$ cat config.mk
export PLATFORM = sky130hd
export DESIGN_NAME = alu_seg_unit
export DESIGN_NICKNAME = d
export VERILOG_FILES = /design/src/rtl/alu_seg_unit.sv
export SDC_FILE = /design/constraint.sdc
export NUM_CORES = 1
export LEC_CHECK = 0
export CELL_PAD_IN_SITES_DETAIL_PLACEMENT = 0
export CELL_PAD_IN_SITES_GLOBAL_PLACEMENT = 1
export CORE_MARGIN = 5
export CORE_UTILIZATION = 45
export CTS_CLUSTER_DIAMETER = 100
export DETAILED_ROUTE_END_ITERATION = 6
export HOLD_SLACK_MARGIN = 0.05
export PLACE_DENSITY = 0.84
export SYNTH_ARGS = -nofsm -noshare
export SYNTH_HDL_FRONTEND = slang
export SYNTH_SLANG_ARGS = --single-unit
export TNS_END_PERCENT = 5
$ cat constraint.sdc
create_clock -name clk -period 3.3 [get_ports clk]
set_clock_uncertainty 0.2 [all_clocks]
set_input_delay 0.33 -clock clk [delete_from_list [all_inputs] [get_ports clk]]
set_output_delay 0.33 -clock clk [all_outputs]
set_load 0.05 [all_outputs]
$ cat src/rtl/alu_seg_unit.sv
// rtl/alu_seg_unit.sv - WIDTH-bit ALU with iterative mul/div/mod and multiplexed hex seven-segment display
module alu_seg_unit #(
  parameter int WIDTH   = 8,
  parameter int DIGITS  = 4,
  parameter int REFRESH = 50000
) (
  input  logic              clk,
  input  logic              rst,
  input  logic [WIDTH-1:0]  a,
  input  logic [WIDTH-1:0]  b,
  input  logic [3:0]        f,
  input  logic              start,
  output logic              busy,
  output logic              done,
  output logic [WIDTH-1:0]  result,
  output logic [3:0]        flags,
  output logic [6:0]        seg,
  output logic [DIGITS-1:0] an
);

  localparam int CW = (WIDTH > 1) ? $clog2(WIDTH) : 1;
  localparam int RW = (REFRESH > 1) ? $clog2(REFRESH) : 1;
  localparam int DW = (DIGITS > 1) ? $clog2(DIGITS) : 1;

  localparam logic [3:0] F_ADD  = 4'd0;
  localparam logic [3:0] F_SUB  = 4'd1;
  localparam logic [3:0] F_AND  = 4'd2;
  localparam logic [3:0] F_OR   = 4'd3;
  localparam logic [3:0] F_XOR  = 4'd4;
  localparam logic [3:0] F_NOT  = 4'd5;
  localparam logic [3:0] F_SHL  = 4'd6;
  localparam logic [3:0] F_SHR  = 4'd7;
  localparam logic [3:0] F_MUL  = 4'd8;
  localparam logic [3:0] F_DIV  = 4'd9;
  localparam logic [3:0] F_MOD  = 4'd10;
  localparam logic [3:0] F_INC  = 4'd11;
  localparam logic [3:0] F_DEC  = 4'd12;
  localparam logic [3:0] F_PASS = 4'd13;

  typedef enum logic {S_IDLE, S_ITER} state_t;

  state_t state, state_nxt;

  logic                 accept;
  logic                 iter_code;
  logic                 last_step;
  logic [CW-1:0]        cnt;
  logic [3:0]           op_f;
  logic [WIDTH-1:0]     op_b;
  logic [2*WIDTH-1:0]   mcand, prod, prod_nxt;
  logic [WIDTH-1:0]     mplier;
  logic [WIDTH-1:0]     rem, rem_nxt, quo, quo_nxt;
  logic [WIDTH:0]       rem_sh, rem_dif;
  logic [WIDTH:0]       sum_ext, dif_ext;
  logic [WIDTH-1:0]     sc_res, it_res;
  logic                 sc_c, sc_v, it_c;
  logic [RW-1:0]        refresh_cnt;
  logic [DW-1:0]        digit_idx;
  logic [4*DIGITS-1:0]  res_pad;
  logic [3:0]           nib;

  // Standard hex decode, active-low, bit order g..a
  function automatic logic [6:0] hex7(input logic [3:0] n);
    case (n)
      4'h0: hex7 = 7'b1000000;
      4'h1: hex7 = 7'b1111001;
      4'h2: hex7 = 7'b0100100;
      4'h3: hex7 = 7'b0110000;
      4'h4: hex7 = 7'b0011001;
      4'h5: hex7 = 7'b0010010;
      4'h6: hex7 = 7'b0000010;
      4'h7: hex7 = 7'b1111000;
      4'h8: hex7 = 7'b0000000;
      4'h9: hex7 = 7'b0010000;
      4'hA: hex7 = 7'b0001000;
      4'hB: hex7 = 7'b0000011;
      4'hC: hex7 = 7'b1000110;
      4'hD: hex7 = 7'b0100001;
      4'hE: hex7 = 7'b0000110;
      default: hex7 = 7'b0001110;
    endcase
  endfunction

  assign iter_code = ((f == F_MUL) || (f == F_DIV) || (f == F_MOD)) && (b != '0);
  assign last_step = (cnt == CW'(WIDTH - 1));

  // FSM state register
  always_ff @(posedge clk) begin
    if (rst) state <= S_IDLE;
    else     state <= state_nxt;
  end

  // FSM next-state: enter ITER only for a nonzero-divisor/multiplier iterative code
  always_comb begin
    state_nxt = state;
    case (state)
      S_IDLE:  if (start && iter_code) state_nxt = S_ITER;
      S_ITER:  if (last_step)          state_nxt = S_IDLE;
      default: state_nxt = S_IDLE;
    endcase
  end

  // FSM outputs
  always_comb begin
    busy   = (state == S_ITER);
    accept = (state == S_IDLE) && start;
  end

  // Single-cycle result and carry/overflow for the live inputs
  always_comb begin
    sum_ext = {1'b0, a} + {1'b0, b};
    dif_ext = {1'b0, a} - {1'b0, b};
    sc_res  = '0;
    sc_c    = 1'b0;
    sc_v    = 1'b0;
    case (f)
      F_ADD: begin
        sc_res = sum_ext[WIDTH-1:0];
        sc_c   = sum_ext[WIDTH];
        sc_v   = (a[WIDTH-1] == b[WIDTH-1]) && (sum_ext[WIDTH-1] != a[WIDTH-1]);
      end
      F_SUB: begin
        sc_res = dif_ext[WIDTH-1:0];
        sc_c   = dif_ext[WIDTH];
        sc_v   = (a[WIDTH-1] != b[WIDTH-1]) && (dif_ext[WIDTH-1] != a[WIDTH-1]);
      end
      F_AND:  sc_res = a & b;
      F_OR:   sc_res = a | b;
      F_XOR:  sc_res = a ^ b;
      F_NOT:  sc_res = ~a;
      F_SHL: begin
        sc_res = {a[WIDTH-2:0], 1'b0};
        sc_c   = a[WIDTH-1];
      end
      F_SHR: begin
        sc_res = {1'b0, a[WIDTH-1:1]};
        sc_c   = a[0];
      end
      // Iterative codes only land here with b == 0
      F_MUL:  sc_res = '0;
      F_DIV: begin
        sc_res = '1;
        sc_v   = 1'b1;
      end
      F_MOD: begin
        sc_res = a;
        sc_v   = 1'b1;
      end
      F_INC:  sc_res = a + WIDTH'(1);
      F_DEC:  sc_res = a - WIDTH'(1);
      F_PASS: sc_res = b;
      default: sc_res = '0;
    endcase
  end

  // One shift-add and one restoring-subtract step, and the final result they produce
  always_comb begin
    prod_nxt = mplier[0] ? (prod + mcand) : prod;
    rem_sh   = {rem, quo[WIDTH-1]};
    rem_dif  = rem_sh - {1'b0, op_b};
    if (!rem_dif[WIDTH]) begin
      rem_nxt = rem_dif[WIDTH-1:0];
      quo_nxt = {quo[WIDTH-2:0], 1'b1};
    end else begin
      rem_nxt = rem_sh[WIDTH-1:0];
      quo_nxt = {quo[WIDTH-2:0], 1'b0};
    end
    it_c = 1'b0;
    case (op_f)
      F_MUL: begin
        it_res = prod_nxt[WIDTH-1:0];
        it_c   = |prod_nxt[2*WIDTH-1:WIDTH];
      end
      F_DIV:   it_res = quo_nxt;
      default: it_res = rem_nxt;
    endcase
  end

  // Operand capture, iteration datapath and result/flag/done registers
  always_ff @(posedge clk) begin
    if (rst) begin
      done   <= 1'b0;
      result <= '0;
      flags  <= '0;
      cnt    <= '0;
      op_f   <= '0;
      op_b   <= '0;
      mcand  <= '0;
      mplier <= '0;
      prod   <= '0;
      rem    <= '0;
      quo    <= '0;
    end else begin
      done <= 1'b0;
      if (accept) begin
        if (iter_code) begin
          op_f   <= f;
          op_b   <= b;
          mcand  <= {{WIDTH{1'b0}}, a};
          mplier <= b;
          prod   <= '0;
          rem    <= '0;
          quo    <= a;
          cnt    <= '0;
        end else begin
          result <= sc_res;
          flags  <= {sc_v, sc_res[WIDTH-1], sc_c, (sc_res == '0)};
          done   <= 1'b1;
        end
      end else if (busy) begin
        mcand  <= mcand << 1;
        mplier <= mplier >> 1;
        prod   <= prod_nxt;
        rem    <= rem_nxt;
        quo    <= quo_nxt;
        cnt    <= cnt + CW'(1);
        if (last_step) begin
          result <= it_res;
          flags  <= {1'b0, it_res[WIDTH-1], it_c, (it_res == '0)};
          done   <= 1'b1;
        end
      end
    end
  end

  // Select the nibble of the active digit, zero-padded above WIDTH
  always_comb begin
    res_pad              = '0;
    res_pad[WIDTH-1:0]   = result;
    nib                  = 4'h0;
    for (int i = 0; i < DIGITS; i++) begin
      if (digit_idx == DW'(i)) nib = res_pad[4*i +: 4];
    end
  end

  // Free-running refresh counter and registered digit/segment drive
  always_ff @(posedge clk) begin
    if (rst) begin
      refresh_cnt <= '0;
      digit_idx   <= '0;
      an          <= ~DIGITS'(1);
      seg         <= 7'b1000000;
    end else begin
      if (refresh_cnt == RW'(REFRESH - 1)) begin
        refresh_cnt <= '0;
        digit_idx   <= (digit_idx == DW'(DIGITS - 1)) ? '0 : digit_idx + DW'(1);
      end else begin
        refresh_cnt <= refresh_cnt + RW'(1);
      end
      an  <= ~(DIGITS'(1) << digit_idx);
      seg <= hex7(nib);
    end
  end

endmodule

==> run_results.csv <==
group,metric,value,unit
power,internal_power,0.003077,W
clock_network,clock_path_buffers,2,
cells_and_area,fin_cells,1471,
placed_design,hpwl,20520,um
critical_path,crit_end,"flags[0]$_SDFFE_PP0P_",
grt,overflow,0,
clock_network,clockRootBuffer,"clkbuf_16",
critical_path,reg2reg_slack,30,ps
synthesis,syn_avg_cell_area,7.496,sq um
timing,worst_slew_margin_rel,28.59,%
critical_path,crit_buf_inv,1,
floorplan,die_area,21520,sq um
placed_design,dpl.cell_count,1439,
placed_design,gp_congestion,1.014,
critical_path,worstSetupStartpointType,"flip-flop",
grt,grtUsageMet1,34.96,%
drt,routed_wl,27480,um
timing,final.min_clock_period,3272,ps
timing,timing.hold.ws,247.7,ps
hold_path,hp-class,"reg -> reg",
synthesis,async_flop_share,0,%
cells_and_area,utilization,56.09,%
grt,grt_pass1_wl,44270,um
critical_path,r2r_cells,10,
power,pwr-share-comb,23.0,%
floorplan,core_area,18580,sq um
power,power,0.004394,W
cells_and_area,final_layout_size_suffix_gt1_share,14.15,%
critical_path,crit_arrival,3410,ps
cells_and_area,diodes,0,
status,outcome,"complete, no violations",
synthesis,synth_ff_type,"dfxtp_1",
power,power.net_switching,0.001316,W
power,p_clk_share,43.9,%
clock_network,numCtsBuffers,17,
synthesis,ys_seq_elements,113,
timing,fin_crit_sh,99.14,%
drt,avgViaCountPerCell,5.969,
critical_path,r2r-end,"flags[0]$_SDFFE_PP0P_",
floorplan,die_w,146.7,um
power,power.leakage,4.072,nW
flow_run,drv_cap,0,
timing,hold_viol_final,0,
critical_path,cp_max_fo,4,
synthesis,synth_nets,1210,
clock_network,cts.clk_slew.worst_paths,60,ps
critical_path,critPathMaxStageDelay,520,ps
critical_path,crit_type,"reg -> reg",
grt,grt_max_degree,101,
drt,drt_iter0_drc,782,
cells_and_area,nNetsFinal,1312,
critical_path,crit_cells,10,
drt,wire_per_inst,18.68,um
critical_path,crit_family,"compound AO/OA/AOI/OAI gates",
floorplan,placementRows,50,
placed_design,port_buffers,47,
cells_and_area,fill_cells,1742,
synthesis,syn_inst,1122,
critical_path,cp.required,3430,ps
timing,worst_slew_pin_slew,1071,ps
synthesis,synthDistinctLibCells,80,
grt,use_met2,39.46,%
clock_network,cts_tree,"yes",
grt,grt.busiest_layer,"met2",
power,p_seq_share,33.1,%
clock_network,cts.sinks,113,
synthesis,seq_area_frac_synth,26.90,%
timing,clock.fmax,305.7,MHz
critical_path,cp_slowest_cell,"or4b_1",
grt,grt_util_met3,5.151,%
synthesis,netlist_area,8411,sq um
drt,num_vias,8780,
floorplan,initial_core_util,45.27,%
power,p_per_area,421.6,nW/um^2
clock_network,ctsHtreeMaxLevel,4,
drt,first_pass_iters,5,
clock_network,cts-hold-fix-buffers,0,
timing,maxSlewViolCount,0,
clock_network,postCtsSetupBuffers,0,
critical_path,r2r-start,"prod[0]$_SDFFE_PP0P_",
clock_network,clk_latency,410,ps
critical_path,cp-startpoint,"prod[0]$_SDFFE_PP0P_",
timing,finalSetupViolations,0,
floorplan,ioPinCount,48,
critical_path,cp-end-kind,"flip-flop",
cells_and_area,synthToLayoutAreaGrowth,23.92,%
synthesis,ys_warn_count,0,
power,power_switching_share,29.96,%
grt,grt_usage,25.26,%
synthesis,synth_edf_count,0,
grt,grt_pass1_vias,8298,
timing,rsz0062_at_grt,"true",
power,irDropWorstVdd,0.4332,mV
grt,antenna_found_initial,0,
drt,postRouteAntennaNets,0,
floorplan,die_h,146.7,um
critical_path,path_cells,"ha_1, fa_1, a211oi_1, buf_4, o21ai_0, a22oi_1, a41o_1, a211o_1, or4b_1, o22ai_1",
drt,remaining_drc_errors,0,
[how the worst min path moves through the flow]
stage	start	end	slack [ps]	cells after the start
2_1_floorplan	refresh_cnt[0]$_SDFF_PP0_	refresh_cnt[0]$_SDFF_PP0_	220	1
3_3_place_gp	refresh_cnt[0]$_SDFF_PP0_	refresh_cnt[0]$_SDFF_PP0_	230	1
3_5_place_dp	refresh_cnt[0]$_SDFF_PP0_	refresh_cnt[0]$_SDFF_PP0_	250	1
4_1_cts	refresh_cnt[0]$_SDFF_PP0_	refresh_cnt[0]$_SDFF_PP0_	250	1
5_1_grt	refresh_cnt[0]$_SDFF_PP0_	refresh_cnt[0]$_SDFF_PP0_	270	1
6_report	refresh_cnt[0]$_SDFF_PP0_	refresh_cnt[0]$_SDFF_PP0_	250	1
[synth_stat cells, types with 6 or more instances]
library cell | n | area (sq um)
a2111oi_0 | 8 | 70.07
a31oi_1 | 16 | 100.1
nand3_1 | 28 | 140.1
clkbuf_1 | 63 | 236.5
or2_2 | 6 | 37.54
o211ai_1 | 12 | 90.09
and3_1 | 13 | 81.33
a21oi_1 | 78 | 390.4
a221o_1 | 6 | 60.06
xnor2_1 | 23 | 201.4
mux2i_1 | 13 | 130.1
a21o_1 | 10 | 75.07
nand2_1 | 138 | 518.0
inv_1 | 48 | 180.2
nand2b_1 | 19 | 118.9
o21ai_0 | 48 | 240.2
o31ai_1 | 7 | 52.55
nor4_1 | 7 | 43.79
nand4_1 | 11 | 68.82
buf_2 | 9 | 45.04
nor3_1 | 29 | 145.1
a311oi_1 | 16 | 140.1
o21a_1 | 6 | 45.04
dfxtp_1 | 113 | 2262
nor2b_1 | 14 | 87.58
a22oi_1 | 24 | 180.2
nor3b_1 | 10 | 75.07
nor2_1 | 129 | 484.2
o22ai_1 | 13 | 81.33
xor2_1 | 12 | 105.1
ha_1 | 61 | 763.2
a221oi_1 | 10 | 87.58
a211oi_1 | 18 | 135.1
[placed cells by master, fill, tap and decap left out, drive strengths merged, types with 6 or more instances in the layout]
cell type,netlist,final
o21ai,49,49
nand2b,19,19
a221o,6,6
xor2,12,12
a311oi,16,16
ha,61,61
nand3,28,28
nor3,29,29
a22oi,24,24
nor2b,14,14
o21a,6,6
o31ai,7,7
xnor2,23,23
dfxtp,113,113
nor2,129,129
nand4,11,11
clkbuf,63,20
and3,13,13
or2,7,7
o211ai,13,13
inv,49,50
o22ai,13,13
a221oi,11,11
a31oi,16,16
nor3b,10,10
a2111oi,8,8
a21oi,78,78
mux2i,13,13
nor4,7,7
a211oi,18,18
buf,13,113
clkdlybuf4s50,0,46
nand2,138,138
a21o,10,10
[power by group through the flow]
stage	logic (W)	registers, W	clock network, W
final	0.00101	0.00146	0.00193
after global placement	0.000986	0.00148	0
after global routing	0.00109	0.00146	0.00202
after floorplan	0.000536	0.00154	0
after detailed placement	0.000987	0.00148	0
after CTS	0.000994	0.00145	0.00195
[sequential cells by signal (all words and copies together), names as in the netlist]
name,count
an,4
busy,1
cnt,3
digit_idx,2
done,1
flags,4
mcand,16
mplier,8
op_b,8
op_f,4
prod,16
quo,8
refresh_cnt,16
rem,8
result,7
seg,7
[area by class of cell]
| cell class | count | area [sq um] | area share (%) |
|---|---|---|---|
| multi-input combinational | 883 | 5685 | 54.55 |
| sequential | 113 | 2262 | 21.70 |
| timing repair buffer | 159 | 1371 | 13.16 |
| clock buffer | 20 | 466.7 | 4.478 |
| tap | 234 | 292.8 | 2.809 |
| inverter | 50 | 187.7 | 1.801 |
| clock inverter | 12 | 156.4 | 1.501 |
[through the flow]
step                      TNS [ps]  worst slack, ps  area (sq um)
after floorplan                  0            183.7          8411
after global placement      -460.6           -180.8          9774
after detailed placement    -556.2           -177.2          9774
after CTS                        0            8.172         10410
after global routing        -108.6           -81.03         10420
final                            0            28.29         10420
[cells by family after synthesis]
family                   after synthesis  share of synthesized area (%)
AND/OR/NAND/NOR                      436                          24.44
flip-flops                           113                          26.90
adder cells (fa/ha/maj)               65                          10.03
buffers and inverters                126                          5.802
multiplexers                          18                          2.261
AO/OA/AOI/OAI                        329                          26.93
XOR/XNOR                              35                          3.645
[metal layers]
metal / up-vias / routed length (um)
met5: - / 0
met4: 0 / 643
met3: 50 / 1946
met2: 309 / 12330
met1: 4132 / 12560
li1: 4289 / -
[what timing repair did]
action | in CTS | in global routing
pin swaps | 0 | 1
resized for setup | 2 | 6
endpoints found under the setup margin | 1 | 6
Power figures use the tool's default switching activity.
